--- src/rtl/earom_ioctl_upload.sv ---
// Serves hps_io upload reads from the high-score EAROM shadow RAM. While an upload is
// active it keeps the core off the shared RAM read port and tracks unsaved changes.
module earom_ioctl_upload #(
  parameter int unsigned AW       = 6,
  parameter int unsigned RD_LAT   = 1,
  parameter logic [7:0]  NV_INDEX = 8'd4,
  parameter logic [7:0]  FILL     = 8'hFF
) (
  input  logic          clk_25,
  input  logic          RESET_L,
  input  logic          ioctl_upload,
  input  logic [7:0]    ioctl_index,
  input  logic          ioctl_rd,
  input  logic [24:0]   ioctl_addr,
  output logic [7:0]    ioctl_din,
  output logic          ioctl_wait,
  output logic [AW-1:0] ram_addr,
  output logic          ram_rd,
  input  logic [7:0]    ram_q,
  input  logic          core_we,
  output logic          core_hold,
  output logic          nv_dirty,
  output logic [AW:0]   up_count
);

  localparam logic [AW:0] Full = {1'b1, {AW{1'b0}}};

  typedef enum logic [1:0] {StIdle, StHold, StRdWait} state_e;

  state_e      state_q;
  logic [1:0]  lat_cnt_q;
  logic        seq_q;
  logic        sel;
  logic        in_range;
  logic        addr_is_next;
  logic        lat_done;
  logic [AW:0] up_next;
  logic        close_full;

  assign sel          = ioctl_upload & (ioctl_index == NV_INDEX);
  assign in_range     = ~|ioctl_addr[24:AW];
  assign addr_is_next = ({1'b0, ioctl_addr[AW-1:0]} == up_count) && (up_count != Full);
  assign lat_done     = (lat_cnt_q == 2'(RD_LAT));
  assign up_next      = up_count + (AW+1)'(seq_q);

  // A session closing with every byte read in order counts as a complete save.
  assign close_full = ((state_q == StHold) && !sel && (up_count == Full)) ||
                      ((state_q == StRdWait) && lat_done && !sel && (up_next == Full));

  always_ff @(posedge clk_25 or negedge RESET_L) begin
    if (!RESET_L) begin
      state_q    <= StIdle;
      lat_cnt_q  <= 2'd0;
      seq_q      <= 1'b0;
      ioctl_din  <= 8'h00;
      ioctl_wait <= 1'b0;
      ram_addr   <= '0;
      ram_rd     <= 1'b0;
      core_hold  <= 1'b0;
      nv_dirty   <= 1'b0;
      up_count   <= '0;
    end else begin
      ram_rd <= 1'b0;

      if (core_we) begin
        nv_dirty <= 1'b1;
      end else if (close_full) begin
        nv_dirty <= 1'b0;
      end

      case (state_q)
        StIdle: begin
          if (sel) begin
            state_q   <= StHold;
            core_hold <= 1'b1;
          end
        end
        StHold: begin
          if (!sel) begin
            state_q   <= StIdle;
            core_hold <= 1'b0;
            up_count  <= '0;
          end else if (ioctl_rd) begin
            if (in_range) begin
              ram_addr   <= ioctl_addr[AW-1:0];
              ram_rd     <= 1'b1;
              ioctl_wait <= 1'b1;
              lat_cnt_q  <= 2'd0;
              seq_q      <= addr_is_next;
              state_q    <= StRdWait;
            end else begin
              ioctl_din <= FILL;
            end
          end
        end
        StRdWait: begin
          // Strobes arriving here violate the wait handshake and are dropped.
          if (lat_done) begin
            ioctl_din  <= ram_q;
            ioctl_wait <= 1'b0;
            seq_q      <= 1'b0;
            if (sel) begin
              state_q  <= StHold;
              up_count <= up_next;
            end else begin
              state_q   <= StIdle;
              core_hold <= 1'b0;
              up_count  <= '0;
            end
          end else begin
            lat_cnt_q <= lat_cnt_q + 2'd1;
          end
        end
        default: state_q <= StIdle;
      endcase
    end
  end

endmodule

--- config.mk ---
export PLATFORM = sky130hd
export DESIGN_NAME = earom_ioctl_upload
export DESIGN_NICKNAME = d
export VERILOG_FILES = /design/src/rtl/earom_ioctl_upload.sv
export SDC_FILE = /design/constraint.sdc
export NUM_CORES = 1
export LEC_CHECK = 0
export CAP_MARGIN = 20
export CORE_AREA = 2 2 56 79
export DETAILED_ROUTE_END_ITERATION = 8
export DIE_AREA = 0 0 58 81
export GPL_TIMING_DRIVEN = 0
export PLACE_DENSITY = 0.77
export REMOVE_ABC_BUFFERS = 1
export SYNTH_ARGS = -nofsm -noshare
export SYNTH_HDL_FRONTEND = slang
export SYNTH_SLANG_ARGS = --single-unit
--- constraint.sdc ---
create_clock -name clk_25 -period 6.37 [get_ports clk_25]
set_clock_uncertainty 0.2 [all_clocks]
set_input_delay 0.9555 -clock clk_25 [delete_from_list [all_inputs] [get_ports clk_25]]
set_output_delay 0.9555 -clock clk_25 [all_outputs]
set_load 0.05 [all_outputs]
==> out/metrics.csv <==
metric,value,unit
grt_pass1_vias,1646,
yosys_warnings,0,
ys_types,39,
setup_viol,0,
die_w,58,um
crit_start,ioctl_index[4],
r2r_slack,3900,ps
synthesis.area,1750,um^2
initial_core_util,0.432,
postSynthCellCount,182,
power.density,241,nW/um^2
leakage,1.02,nW
boundaryPins,71,
fillerInstances,344,
hold_path.class,reg -> reg,
die_area,4700,um^2
netlist_top_cells_area,"dfrtp_1 43%, o21ai_0 5.1%, ha_1 5.0%",
cpMaxStageDelayCell,a211oi_2,
worst_pin_slew,741,ps
cts_max_path_buffers,2,
postCtsSetupBuffers,0,
cts_tree,done,
crit_arrival,3310,ps
critical_path_class,in -> reg,
ys_ff_latch,30,
gp_congestion,0.770,
ir_drop,341,uV
final_cell_area,2630,um^2
hold-path-cell-count,1,
floorplan.die.height,81,um
ys_top_cells_by_count,"30 x dfrtp_1, 18 x o21ai_0, 11 x nand2_1",
syn_area_per_cell,9.64,um^2
regArea,751,um^2
grt_setup_unrepaired,no,
first_pass_iters,4,
cp_max_fo,13,
grt_usage,0.206,
drt_iter0_drc,71,
totalWireLength,4490,um
htree_levels,2,
clkPwrFrac,0.381,
ff2ff_path_depth,6,
std_cell_rows,28,
p_comb_frac,0.265,
post-route-period-util,0.516,
cts-buffers-inserted,5,
finalCriticalPeriod,3280,ps
crit_path_start_kind,input port,
min_to,ioctl_din[6],
drive_above_1_share,0.0833,
dpl.cell_count,289,
yosysMostFrequentCell,dfrtp_1,
min_from,ioctl_din[6],
yosysSeqAreaShare,0.428,
max_freq,0.304,GHz
cts_sinks,30,
cts-root-buf,clkbuf_8,
vias_per_cell,5.80,
r2r_end,seq_q,
max-cap-violations,0,
hold_viol,0,
slew_viol_final,0,
hpwlAfterDp,3360,um
cts_hold_buf,0,
final_cells,297,
antenna_found_initial,0,
intPower,450,uW
whs,293,ps
synth_top_area_frac,0.428,
grt.overflow.total,0,
ctsResizeCount,0,
synth_top_area_cell,dfrtp_1,
required,6390,ps
yosys_most_used_dff,dfrtp_1,
io_buffers,70,
diodes,0,
synth_edf_count,0,
worstPathCellList,clkdlybuf4s50_1 > nor4b_2 > nand3_1 > a211o_1 > a211oi_2 > o22a_1,
cpPeakStageDelay,510,ps
fin_tns_setup,0,ps
slew_headroom,0.504,
async_reset_ff_frac,1.00,
grt_max_degree,20,
grt_pass1_wl,7360,um
crit-reg2reg-launch,state_q[1],
power_frac_seq,0.355,
dpl_cell_area,2480,um^2
nNetsFinal,304,
clkSlewWorstSetupHoldPaths,60,ps
wl_per_cell,15.1,um
p_sw,184,uW
antenna_left,0,
status,"finished, final reports clean",
areaGrowthSynthToFinish,49.7,%
core,4060,um^2
route.detailed.drc,0,
clk-insertion-delay-late,290,ps
vias,1722,
cp-end-kind,register,
swShare,0.289,
multi_input_area,918,um^2
-- placed cells by master (no fill, tap or decap), types with 4 or more instances in the layout --
cell              n
clkdlybuf4s50_1  70
nor3_1            6
nor2_1           10
or4_1             4
dfrtp_1          30
nor4_1            9
xnor2_1           5
o22a_1            8
xor2_1            4
ha_1              7
nand2_1          11
o21ai_0          18
mux2_2            7
nand3_1           7
a21oi_1           9
clkbuf_8          6
inv_1             8
-- sequential cells by signal (all words and copies together) (netlist names), 2 cells and up --
name       cells
lat_cnt_q      2
ram_addr       6
ioctl_din      8
up_count       7
state_q        2
-- cell families after synthesis --
group	synth area share
flops	0.428
mux	0.0506
buf+inv	0.0485
compound gates	0.199
fa+ha+maj	0.0499
xor+xnor	0.0449
simple gates	0.179
-- cell type report --
cell class	count	area share
Multi-Input combinational cell	135	0.350
Sequential cell	30	0.286
Timing Repair Buffer	71	0.277
Clock buffer	6	0.0314
Clock inverter	2	0.0229
Tap cell	45	0.0214
Inverter	8	0.0114
-- critical path: cells and delay by family --
family,cells,cell delay [ps]
compound gates,3,1200
simple gates,2,740
buf+inv,1,410
-- worst max path at each step --
| stage | endpoint | cells past startpoint | slack (ps) |
|---|---|---|---|
| finish | ioctl_din[2] | 6 | 3090 |
| global route | ioctl_din[7] | 6 | 2860 |
| CTS | ioctl_din[2] | 6 | 3050 |
| detailed placement | ioctl_din[0] | 6 | 2740 |
| global placement | ioctl_din[1] | 6 | 2710 |
| floorplan | ioctl_din[0] | 5 | 3610 |
-- power by group through the flow --
| stage | combinational [mW] | clock (mW) | sequential [mW] |
|---|---|---|---|
| after floorplan | 0.0309 | 0 | 0.286 |
| after global placement | 0.164 | 0 | 0.227 |
| after detailed placement | 0.168 | 0 | 0.228 |
| after CTS | 0.169 | 0.247 | 0.225 |
| after global routing | 0.178 | 0.252 | 0.227 |
| final | 0.168 | 0.241 | 0.225 |
-- layer usage --
layer | wire length [um] | share of wire | track usage | vias up
met5 | 0 | 0 | 0 | -
met4 | 89 | 0.020 | 0.0930 | 0
met3 | 292 | 0.065 | 0.0462 | 9
met2 | 2430 | 0.54 | 0.369 | 75
met1 | 1680 | 0.37 | 0.229 | 824
li1 | - | - | - | 814
-- stage by stage --
stage / util / total power [mW] / setup slack (ps)
6_report: 0.646 / 0.634 / 3090
5_1_grt: 0.646 / 0.658 / 2860
4_1_cts: 0.646 / 0.641 / 3050
3_5_place_dp: 0.611 / 0.397 / 2740
3_3_place_gp: 0.604 / 0.391 / 2710
2_1_floorplan: - / 0.317 / 3610
No activity file was read; power rests on OpenSTA's default activity.
